$ cat src/rtl/pipe_hazard_ctrl_pkg.sv
// Shared types for the LC-3b pipeline hazard controller: FSM states, per-register
// load/clear control and the load-use comparison helper.
package pipe_hazard_ctrl_pkg;

  typedef logic [2:0] lc3b_reg;

  typedef enum logic [1:0] {
    HZ_RUN   = 2'd0,
    HZ_IWAIT = 2'd1,
    HZ_DWAIT = 2'd2
  } lc3b_hz_state;

  typedef struct packed {
    logic load;
    logic clear;
  } lc3b_pipe_ctl;

  localparam lc3b_pipe_ctl CtlHold  = '{load: 1'b0, clear: 1'b0};
  localparam lc3b_pipe_ctl CtlLoad  = '{load: 1'b1, clear: 1'b0};
  localparam lc3b_pipe_ctl CtlClear = '{load: 1'b0, clear: 1'b1};

  // A source only creates a hazard when the ID instruction actually reads it.
  function automatic logic src_hazard(input logic use_src, input lc3b_reg src,
                                      input lc3b_reg dest);
    return use_src & (src == dest);
  endfunction

endpackage

$ cat src/rtl/pipe_hazard_ctrl_if.sv
// Handshake and pipeline-control bundle between the datapath (master) and the
// hazard controller (slave).
interface pipe_hazard_ctrl_if;
  import pipe_hazard_ctrl_pkg::*;

  logic    imem_req;
  logic    imem_resp;
  logic    dmem_req;
  logic    dmem_resp;
  logic    ex_mem_read;
  lc3b_reg ex_dest;
  lc3b_reg id_src1;
  lc3b_reg id_src2;
  logic    id_use_src1;
  logic    id_use_src2;
  logic    mem_redirect;

  logic    pc_load;
  logic    if_id_load;
  logic    id_ex_load;
  logic    ex_mem_load;
  logic    mem_wb_load;
  logic    if_id_clear;
  logic    id_ex_clear;
  logic    ex_mem_clear;
  logic    mem_wb_clear;

  modport master (
    output imem_req, imem_resp, dmem_req, dmem_resp, ex_mem_read, ex_dest,
           id_src1, id_src2, id_use_src1, id_use_src2, mem_redirect,
    input  pc_load, if_id_load, id_ex_load, ex_mem_load, mem_wb_load,
           if_id_clear, id_ex_clear, ex_mem_clear, mem_wb_clear
  );

  modport slave (
    input  imem_req, imem_resp, dmem_req, dmem_resp, ex_mem_read, ex_dest,
           id_src1, id_src2, id_use_src1, id_use_src2, mem_redirect,
    output pc_load, if_id_load, id_ex_load, ex_mem_load, mem_wb_load,
           if_id_clear, id_ex_clear, ex_mem_clear, mem_wb_clear
  );

endinterface

$ cat src/rtl/pipe_hazard_ctrl_sat_counter.sv
// Saturating up-counter with synchronous active-high reset; holds at all-ones.
module pipe_hazard_ctrl_sat_counter #(
  parameter int unsigned Width = 16
) (
  input  logic             clk,
  input  logic             reset,
  input  logic             inc_i,
  output logic [Width-1:0] count_o
);

  logic [Width-1:0] count_q, count_d;

  always_comb begin
    count_d = count_q;
    if (inc_i && (count_q != '1)) begin
      count_d = count_q + Width'(1);
    end
  end

  always_ff @(posedge clk) begin
    if (reset) begin
      count_q <= '0;
    end else begin
      count_q <= count_d;
    end
  end

  assign count_o = count_q;

endmodule

$ cat src/rtl/pipe_hazard_ctrl.sv
// Stall/flush scheduler for the five-stage LC-3b pipeline: combinational register
// controls, a miss-tracking FSM with timeout detection, and perf counters.
module pipe_hazard_ctrl
  import pipe_hazard_ctrl_pkg::*;
#(
  parameter int unsigned CNT_W   = 16,
  parameter int unsigned TIMEOUT = 1024
) (
  input  logic                 clk,
  input  logic                 reset,
  pipe_hazard_ctrl_if.slave    hz,
  output logic [CNT_W-1:0]     stall_cycles,
  output logic [CNT_W-1:0]     flush_count,
  output logic                 mem_timeout
);

  localparam int unsigned WaitW = ($clog2(TIMEOUT) > 0) ? $clog2(TIMEOUT) : 1;
  localparam logic [WaitW-1:0] WaitMax = WaitW'(TIMEOUT - 1);

  logic istall, dstall, luse;

  assign istall = hz.imem_req & ~hz.imem_resp;
  assign dstall = hz.dmem_req & ~hz.dmem_resp;
  assign luse   = hz.ex_mem_read &
                  (src_hazard(hz.id_use_src1, hz.id_src1, hz.ex_dest) |
                   src_hazard(hz.id_use_src2, hz.id_src2, hz.ex_dest));

  // ---------------------------------------------------------------------------
  // Pipeline register control (priority-ordered)
  // ---------------------------------------------------------------------------
  lc3b_pipe_ctl if_id_ctl, id_ex_ctl, ex_mem_ctl, mem_wb_ctl;
  logic         pc_load;
  logic         redirect_taken;

  always_comb begin
    pc_load        = 1'b0;
    redirect_taken = 1'b0;
    if_id_ctl      = CtlHold;
    id_ex_ctl      = CtlHold;
    ex_mem_ctl     = CtlHold;
    mem_wb_ctl     = CtlHold;

    if (reset) begin
      if_id_ctl  = CtlClear;
      id_ex_ctl  = CtlClear;
      ex_mem_ctl = CtlClear;
      mem_wb_ctl = CtlClear;
    end else if (dstall) begin
      // Whole pipe frozen; a pending redirect waits as well.
    end else if (istall) begin
      // PC must not move under an outstanding fetch, so a redirect is deferred
      // and the instruction leaving MEM is squashed instead of retired twice.
      id_ex_ctl  = CtlClear;
      mem_wb_ctl = hz.mem_redirect ? CtlClear : CtlLoad;
    end else if (hz.mem_redirect) begin
      pc_load        = 1'b1;
      redirect_taken = 1'b1;
      if_id_ctl      = CtlClear;
      id_ex_ctl      = CtlClear;
      ex_mem_ctl     = CtlClear;
      mem_wb_ctl     = CtlLoad;
    end else if (luse) begin
      id_ex_ctl  = CtlClear;
      ex_mem_ctl = CtlLoad;
      mem_wb_ctl = CtlLoad;
    end else begin
      pc_load    = 1'b1;
      if_id_ctl  = CtlLoad;
      id_ex_ctl  = CtlLoad;
      ex_mem_ctl = CtlLoad;
      mem_wb_ctl = CtlLoad;
    end
  end

  assign hz.pc_load      = pc_load;
  assign hz.if_id_load   = if_id_ctl.load;
  assign hz.id_ex_load   = id_ex_ctl.load;
  assign hz.ex_mem_load  = ex_mem_ctl.load;
  assign hz.mem_wb_load  = mem_wb_ctl.load;
  assign hz.if_id_clear  = if_id_ctl.clear;
  assign hz.id_ex_clear  = id_ex_ctl.clear;
  assign hz.ex_mem_clear = ex_mem_ctl.clear;
  assign hz.mem_wb_clear = mem_wb_ctl.clear;

  // ---------------------------------------------------------------------------
  // Miss-tracking FSM and wait-cycle timeout
  // ---------------------------------------------------------------------------
  lc3b_hz_state     state_q, state_d;
  logic [WaitW-1:0] wait_q, wait_d;
  logic             mem_timeout_q;
  logic             waiting;
  logic             timeout_hit;

  always_comb begin
    state_d = state_q;
    case (state_q)
      HZ_RUN: begin
        if (dstall) begin
          state_d = HZ_DWAIT;
        end else if (istall) begin
          state_d = HZ_IWAIT;
        end
      end
      HZ_IWAIT: begin
        if (dstall) begin
          state_d = HZ_DWAIT;
        end else if (!istall) begin
          state_d = HZ_RUN;
        end
      end
      HZ_DWAIT: begin
        if (!dstall) begin
          state_d = istall ? HZ_IWAIT : HZ_RUN;
        end
      end
      default: state_d = HZ_RUN;
    endcase
  end

  assign waiting = (state_q != HZ_RUN);

  // Counter restarts on any state change so each access is timed separately.
  always_comb begin
    wait_d = wait_q;
    if (state_d != state_q) begin
      wait_d = '0;
    end else if (waiting && (wait_q != WaitMax)) begin
      wait_d = wait_q + WaitW'(1);
    end
  end

  assign timeout_hit = waiting && (state_d == state_q) && (wait_d == WaitMax);

  always_ff @(posedge clk) begin
    if (reset) begin
      state_q       <= HZ_RUN;
      wait_q        <= '0;
      mem_timeout_q <= 1'b0;
    end else begin
      state_q       <= state_d;
      wait_q        <= wait_d;
      mem_timeout_q <= mem_timeout_q | timeout_hit;
    end
  end

  assign mem_timeout = mem_timeout_q;

  // ---------------------------------------------------------------------------
  // Performance counters
  // ---------------------------------------------------------------------------
  pipe_hazard_ctrl_sat_counter #(
    .Width (CNT_W)
  ) u_stall_cnt (
    .clk     (clk),
    .reset   (reset),
    .inc_i   (~pc_load),
    .count_o (stall_cycles)
  );

  pipe_hazard_ctrl_sat_counter #(
    .Width (CNT_W)
  ) u_flush_cnt (
    .clk     (clk),
    .reset   (reset),
    .inc_i   (redirect_taken),
    .count_o (flush_count)
  );

endmodule

$ cat src/flat_wrapper.sv
// flat-port wrapper written by rule: the top's interface ports become plain ports
module pipe_hazard_ctrl_flat import pipe_hazard_ctrl_pkg::*;
#(
  parameter int unsigned CNT_W   = 16,
  parameter int unsigned TIMEOUT = 1024
)
  (clk, reset, stall_cycles, flush_count, mem_timeout, hz_imem_req, hz_imem_resp, hz_dmem_req, hz_dmem_resp, hz_ex_mem_read, hz_ex_dest, hz_id_src1, hz_id_src2, hz_id_use_src1, hz_id_use_src2, hz_mem_redirect, hz_pc_load, hz_if_id_load, hz_id_ex_load, hz_ex_mem_load, hz_mem_wb_load, hz_if_id_clear, hz_id_ex_clear, hz_ex_mem_clear, hz_mem_wb_clear);
  pipe_hazard_ctrl_if hz_i ();
  input  logic clk;
  input  logic reset;
  output logic [CNT_W-1:0] stall_cycles;
  output logic [CNT_W-1:0] flush_count;
  output logic mem_timeout;
  input wire logic [$bits(hz_i.imem_req)-1:0] hz_imem_req;
  input wire logic [$bits(hz_i.imem_resp)-1:0] hz_imem_resp;
  input wire logic [$bits(hz_i.dmem_req)-1:0] hz_dmem_req;
  input wire logic [$bits(hz_i.dmem_resp)-1:0] hz_dmem_resp;
  input wire logic [$bits(hz_i.ex_mem_read)-1:0] hz_ex_mem_read;
  input wire logic [$bits(hz_i.ex_dest)-1:0] hz_ex_dest;
  input wire logic [$bits(hz_i.id_src1)-1:0] hz_id_src1;
  input wire logic [$bits(hz_i.id_src2)-1:0] hz_id_src2;
  input wire logic [$bits(hz_i.id_use_src1)-1:0] hz_id_use_src1;
  input wire logic [$bits(hz_i.id_use_src2)-1:0] hz_id_use_src2;
  input wire logic [$bits(hz_i.mem_redirect)-1:0] hz_mem_redirect;
  output wire logic [$bits(hz_i.pc_load)-1:0] hz_pc_load;
  output wire logic [$bits(hz_i.if_id_load)-1:0] hz_if_id_load;
  output wire logic [$bits(hz_i.id_ex_load)-1:0] hz_id_ex_load;
  output wire logic [$bits(hz_i.ex_mem_load)-1:0] hz_ex_mem_load;
  output wire logic [$bits(hz_i.mem_wb_load)-1:0] hz_mem_wb_load;
  output wire logic [$bits(hz_i.if_id_clear)-1:0] hz_if_id_clear;
  output wire logic [$bits(hz_i.id_ex_clear)-1:0] hz_id_ex_clear;
  output wire logic [$bits(hz_i.ex_mem_clear)-1:0] hz_ex_mem_clear;
  output wire logic [$bits(hz_i.mem_wb_clear)-1:0] hz_mem_wb_clear;
  assign hz_i.imem_req = hz_imem_req;
  assign hz_i.imem_resp = hz_imem_resp;
  assign hz_i.dmem_req = hz_dmem_req;
  assign hz_i.dmem_resp = hz_dmem_resp;
  assign hz_i.ex_mem_read = hz_ex_mem_read;
  assign hz_i.ex_dest = hz_ex_dest;
  assign hz_i.id_src1 = hz_id_src1;
  assign hz_i.id_src2 = hz_id_src2;
  assign hz_i.id_use_src1 = hz_id_use_src1;
  assign hz_i.id_use_src2 = hz_id_use_src2;
  assign hz_i.mem_redirect = hz_mem_redirect;
  assign hz_pc_load = hz_i.pc_load;
  assign hz_if_id_load = hz_i.if_id_load;
  assign hz_id_ex_load = hz_i.id_ex_load;
  assign hz_ex_mem_load = hz_i.ex_mem_load;
  assign hz_mem_wb_load = hz_i.mem_wb_load;
  assign hz_if_id_clear = hz_i.if_id_clear;
  assign hz_id_ex_clear = hz_i.id_ex_clear;
  assign hz_ex_mem_clear = hz_i.ex_mem_clear;
  assign hz_mem_wb_clear = hz_i.mem_wb_clear;
  pipe_hazard_ctrl #(.CNT_W(CNT_W), .TIMEOUT(TIMEOUT)) u_core (.clk(clk), .reset(reset), .hz(hz_i), .stall_cycles(stall_cycles), .flush_count(flush_count), .mem_timeout(mem_timeout));
endmodule
$ cat config.mk
export PLATFORM = sky130hd
export DESIGN_NAME = pipe_hazard_ctrl_flat
export DESIGN_NICKNAME = d
export VERILOG_FILES = /design/src/rtl/pipe_hazard_ctrl_pkg.sv /design/src/rtl/pipe_hazard_ctrl_if.sv /design/src/rtl/pipe_hazard_ctrl_sat_counter.sv /design/src/rtl/pipe_hazard_ctrl.sv /design/src/flat_wrapper.sv
export SDC_FILE = /design/constraint.sdc
export NUM_CORES = 1
export LEC_CHECK = 0
export BUFFER_PORTS_ARGS = -buffer_cell sky130_fd_sc_hd__buf_2
export CAP_MARGIN = 10
export CORE_UTILIZATION = 54
export CTS_CLUSTER_SIZE = 12
export DETAILED_ROUTE_END_ITERATION = 10
export HOLD_SLACK_MARGIN = 0.03
export PLACE_DENSITY = 0.8
export SYNTH_ARGS = -nofsm -noshare
export SYNTH_HDL_FRONTEND = slang
export SYNTH_HIERARCHICAL = 1
export SYNTH_SLANG_ARGS = --single-unit
$ cat constraint.sdc
create_clock -name clk -period 2.7 [get_ports clk]
set_clock_uncertainty 0.15 [all_clocks]
set_input_delay 0.27 -clock clk [delete_from_list [all_inputs] [get_ports clk]]
set_output_delay 0.27 -clock clk [all_outputs]
set_load 0.02 [all_outputs]
[Word-level counts from Yosys, hierarchy flattened]
Index checks and enable logic that the tools add are counted.
W data, S select, Z words.
Word-level totals
  input port bits: 19
  register bits after elaboration: 45
  word-level logic and storage cells: 70
Cells by class
  bitwise logic cells: 10
  multiplexer cells: 35
  reduce and logical (&&, ||, !) cells: 7
  equality and inequality tests: 10
  add/sub/neg operators: 3
Operators by type and width (count)
  $mux W2: 22
  $add A16 B1 Y16 const B: 2
  $ne A16 B16 Y1 const B: 2
  $mux W10: 2
  $add A10 B1 Y10 const B: 1
  $eq A10 B10 Y1 const B: 1
  $mux W1: 10
  $ne A10 B10 Y1 const B: 1
  $eq A3 B3 Y1: 2
  $pmux W2 S3: 1
  $and A1 B1 Y1: 5
  $logic_and A1 B1 Y1: 5
  $not A1 Y1: 3
  $eq A2 B1 Y1 const B: 1
  $eq A2 B2 Y1: 1
  $eq A2 B2 Y1 const B: 1
  $logic_not A2 Y1: 1
  $ne A2 B2 Y1: 1
  $or A1 B1 Y1: 2
  $reduce_bool A2 Y1: 1

[Depth between registers and ports, before layout]
  depth in word-level cells: 11
  gate-level depth with buffers: 8

[Cells and area by module]
Netlist, hierarchy kept.
By module, submodules not included
  pipe_hazard_ctrl_sat_counter: area each 848.3 µm², cells an instance 99, instances 2
  pipe_hazard_ctrl: area each 923.4 µm², cells an instance 108, instances 1

[Worst setup path after synthesis]
OpenSTA, ideal clock, no wires.
  kind: input to register
  from: input hz_id_src1[1]
  to: register u_core.u_stall_cnt.count_q[9] (netlist: u_core/u_stall_cnt/count_o[9])
  arrival time: 2041 ps
  slack: 438 ps
  library setup time: 70 ps
  cell stages on the path: 8
  cell sequence: xnor2_1 and4_1 o21ai_0 o21ai_0 nand2_1 clkbuf_1 or4_1 a21oi_1
Between the ends
  longest elaborated chain between the ends: 11
RTL lines
  from (decl): RTL line flat_wrapper.sv:20  | input wire logic [$bits(hz_i.id_src1)-1:0] hz_id_src1;
  $eq A3 B3 Y1: RTL line pipe_hazard_ctrl_pkg.sv:25  | return use_src & (src == dest);
  $and A1 B1 Y1: RTL line pipe_hazard_ctrl_pkg.sv:25
  $or A1 B1 Y1: RTL line pipe_hazard_ctrl.sv:25  | (src_hazard(hz.id_use_src1, hz.id_src1, hz.ex_dest) |
  $and A1 B1 Y1: RTL line pipe_hazard_ctrl.sv:24  | assign luse = hz.ex_mem_read &
  $mux W1: RTL line pipe_hazard_ctrl.sv:62  | end else if (luse) begin
  $mux W1: RTL line pipe_hazard_ctrl.sv:55  | end else if (hz.mem_redirect) begin
  $mux W1: RTL line pipe_hazard_ctrl.sv:50  | end else if (istall) begin
  $mux W1: RTL line pipe_hazard_ctrl.sv:48  | end else if (dstall) begin
  $mux W1: RTL line pipe_hazard_ctrl.sv:43  | if (reset) begin
  $not A1 Y1: RTL line pipe_hazard_ctrl.sv:156  | .inc_i (~pc_load),
  $logic_and A1 B1 Y1: RTL line pipe_hazard_ctrl_sat_counter.sv:15  | if (inc_i && (count_q != '1)) begin
  to (signal assigned): RTL line pipe_hazard_ctrl_sat_counter.sv:24  | count_q <= count_d;
  to (decl): RTL line pipe_hazard_ctrl_sat_counter.sv:11  | logic [Width-1:0] count_q, count_d;
No other way between the ends.
A chain may end at the register's enable or synchronous reset.

[Final worst setup path]
  from: register u_core.wait_q[0]
  to: register u_core.mem_timeout_q (netlist: u_core/mem_timeout)
Between the ends
  longest elaborated chain between the ends: 7
  elaborated cells between the ends (all ways): 8
RTL lines
  from (decl): RTL line pipe_hazard_ctrl.sv:89  | logic [WaitW-1:0] wait_q, wait_d;
  from (signal assigned): RTL line pipe_hazard_ctrl.sv:141  | wait_q <= wait_d;
  branches (longest 2 deep; another with $add A10 B1 Y10)
  $mux W10 *: RTL line pipe_hazard_ctrl.sv:127  | end else if (waiting && (wait_q != WaitMax)) begin
  $mux W10 *: RTL line pipe_hazard_ctrl.sv:125  | if (state_d != state_q) begin
  $eq A10 B10 Y1 *: RTL line pipe_hazard_ctrl.sv:132  | assign timeout_hit = waiting && (state_d == state_q) && (wait_d == WaitMax);
  $logic_and A1 B1 Y1 *: RTL line pipe_hazard_ctrl.sv:132
  $or A1 B1 Y1 *: RTL line pipe_hazard_ctrl.sv:142  | mem_timeout_q <= mem_timeout_q | timeout_hit;
  to (signal assigned): RTL line pipe_hazard_ctrl.sv:142
  to (decl): RTL line pipe_hazard_ctrl.sv:90  | logic mem_timeout_q;
Every way passes the cells marked *.

==> run_results.csv <==
group,metric,value,unit
global_routing,grt_pass1_wl,10000,um
clock_network,cts_resized,0,
setup_path,reg2reg_from,"u_core/wait_q[0]$_SDFF_PP0_",
detailed_routing,drc,0,
global_routing,antenna_found_initial,0,
detailed_routing,drt_iter0_drc,171,
timing,min_period_over_period,0.850,
synth,synth-edff-count,0,
detailed_routing,dr.pass1.iters,4,
power,p_per_area,438,nW/um2
floorplan,rows,24,
outcome,run_status,"finished clean",
setup_path,cpLargestDelayFamily,"simple AND/OR/NAND/NOR gates",
synth,yosysTopAreaCellShare,0.344,
floorplan,die_area,5130,um2
global_routing,grt.total_usage,0.240,
setup_path,ff2ff_setup_slack,410,ps
setup_path,crit_chain,"ha_1 > and4_4 > a31oi_1 > mux2_4 > or4_4 > o31ai_2",
worst_hold_path,hold_class,"in2reg",
global_routing,grt_pass1_vias,2248,
setup_path,path_max_fanout,6,
global_routing,grt_max_degree,47,
timing,slew_headroom,0.459,
clock_network,post-cts-setup-buffers,0,
setup_path,rr_worst_depth,6,
clock_network,numCtsBuffers,5,
synth,synth.most_common_cell,"dfxtp_1",
power,max-vdd-ir-drop,0.000251,V
setup_path,cp_data_required_time,2770,ps
worst_hold_path,min_from,"hz_imem_req",
final_layout,drive_gt1_frac,0.247,
floorplan,die_h,71.7,um
synth,netlist-cell-type-count,57,
clock_network,cts_hold_buf,0,
worst_hold_path,min_path_cells,3,
floorplan,die_w,71.7,um
timing,fmax,436,MHz
synth,synth_ff_type,"dfxtp_1",
timing,final.setup.tns,0,ps
run,cap_violations,0,
timing,grt_setup_unrepaired,"no",
setup_path,start_kind,"register",
detailed_routing,ant_nets,0,
setup_path,critPathMaxStageDelay,480,ps
synth,syn_area_per_cell,8.56,um2
clock_network,h-tree-depth,2,
synth,synth-seq-area-share,0.344,
final_layout,multi_input_area,1590,um2
placed_design,gp_congestion,0.891,
setup_path,critPathBufInv,0,
final_layout,finish.utilization,0.673,
setup_path,r2r-end,"u_core/mem_timeout$_SDFF_PP0_",
final_layout,area_growth,15.8,%
timing,finalMaxSlewViolations,0,
floorplan,core,4500,um2
setup_path,cp.depth,6,
worst_hold_path,min_to,"u_core/state_q[0]$_SDFF_PP0_",
timing,whs,179,ps
synth,async_reset_ff_frac,0,
detailed_routing,wirelength,5770,um
timing,hold_viol,0,
setup_path,slowest_stage,"or4_4",
clock_network,cts_sinks,45,
power,power_leakage,0.00114,uW
timing,finalWorstPathRequiredPeriod,2290,ps
synth,ys_ff_latch,45,
synth,syn_area,2620,um2
synth,yosysWarningCount,6,
clock_network,clock_latency,300,ps
synth,synthTopCellsByCount,"45 x dfxtp_1, 24 x nor2_1, 23 x a21oi_1",
floorplan,ios,61,
placed_design,portBuffers,60,
setup_path,endpoint_kind,"register",
synth,synth_nets,328,
synth,synthTopCellsByArea,"dfxtp_1 34%, xnor2_1 4.7%, a21oi_1 4.4%",
setup_path,arrival,2360,ps
timing,worstMarginPinSlew,806,ps
placed_design,hpwl,4150,um
synth,synth_cells,306,
detailed_routing,vias,2534,
clock_network,cts_root_buf,"clkbuf_8",
final_layout,n_antenna_cell,0,
global_routing,overflow,0,
final_layout,regArea,901,um2
synth,yosysTopAreaCell,"dfxtp_1",
setup_path,worst-setup-path-type,"reg2reg",
final_layout,fill_cells,390,
final_layout,final_nets,382,
detailed_routing,wl_per_cell,14.0,um
clock_network,cts_buffer_depth,2,
timing,setup_viol,0,
clock_network,cts_tree,"yes",
clock_network,clkTransAtPathRegs,90,ps
detailed_routing,via_per_inst,6.14,
floorplan,start_util,0.582,
layout make-up:
class	instances	share of cell area
sequential	45	0.297
clock inverter	2	0.0124
tap	52	0.0215
clock buffer	6	0.0272
timing repair buffer	63	0.106
inverter	9	0.0111
multi-input combinational	236	0.524
worst min-delay path, cell delays in order:
cell,delay (ps)
buf_2,100
nand2b_1,120
a2111oi_0,80
registers in the layout, indices dropped and copies added (netlist names):
name                        cells
u_core/mem_timeout              1
u_core/state_q                  2
u_core/u_flush_cnt/count_o     16
u_core/u_stall_cnt/count_o     16
u_core/wait_q                  10
layout by cell type (no fill, tap or decap), types with 4 or more instances in the layout:
master,Yosys,layout
xnor2_1,14,14
nand3_1,15,15
clkbuf_8,0,6
nor3_1,11,11
nor2_1,24,24
nor4_1,5,5
nor2b_1,5,5
or3_1,6,6
buf_2,3,60
nand4_1,10,10
dfxtp_1,45,45
a21oi_1,23,23
a211oi_1,4,4
or4_1,14,14
inv_1,9,9
o21ai_0,12,12
and4_1,9,9
nand2_1,15,15
o31ai_1,12,12
stage by stage:
stage          cells  power, uW  area [um2]  setup WS, ps
2_1_floorplan    306        773        2620           438
3_3_place_gp     405        811        2910           374
3_5_place_dp     405        813        2910           311
4_1_cts          413       1350        3030           406
5_1_grt          413       1380        3030           286
6_report         413       1330        3030           406
cells by family after synthesis:
kind of cell               after synthesis  share of synthesized area
AOI/OAI and AO/OA                       72                      0.181
and+or+nand+nor                        140                      0.336
xor gates and xnor gates                15                     0.0501
buffers and inverters                   25                     0.0492
adders and majority gates                3                     0.0143
muxes                                    6                     0.0258
DFF                                     45                      0.344
routing by layer:
layer  track usage  vias up  routed length (um)
met5             0        -                   0
met4        0.0871        0                  65
met3        0.0394        6                 287
met2         0.395       78                2750
met1         0.317     1176                2670
li1              -     1274                   -
where the power goes:
group | total [uW] | internal (uW) | switching (uW)
clock network | 530 | 301 | 230
registers | 680 | 670 | 10.1
logic | 118 | 47.6 | 70.1
total | 1330 | 1020 | 310
worst max path at each step:
stage                                            from                                          to
final                     u_core/wait_q[0]$_SDFF_PP0_               u_core/mem_timeout$_SDFF_PP0_
after global routing      u_core/wait_q[0]$_SDFF_PP0_               u_core/mem_timeout$_SDFF_PP0_
after CTS                 u_core/wait_q[0]$_SDFF_PP0_               u_core/mem_timeout$_SDFF_PP0_
after detailed placement                hz_id_src1[2]  u_core/u_stall_cnt/count_o[6]$_SDFFE_PP0P_
after global placement                  hz_ex_dest[2]  u_core/u_stall_cnt/count_o[6]$_SDFFE_PP0P_
after floorplan                         hz_id_src1[1]  u_core/u_stall_cnt/count_o[9]$_SDFFE_PP0P_
(Power assumes the default switching activity.)
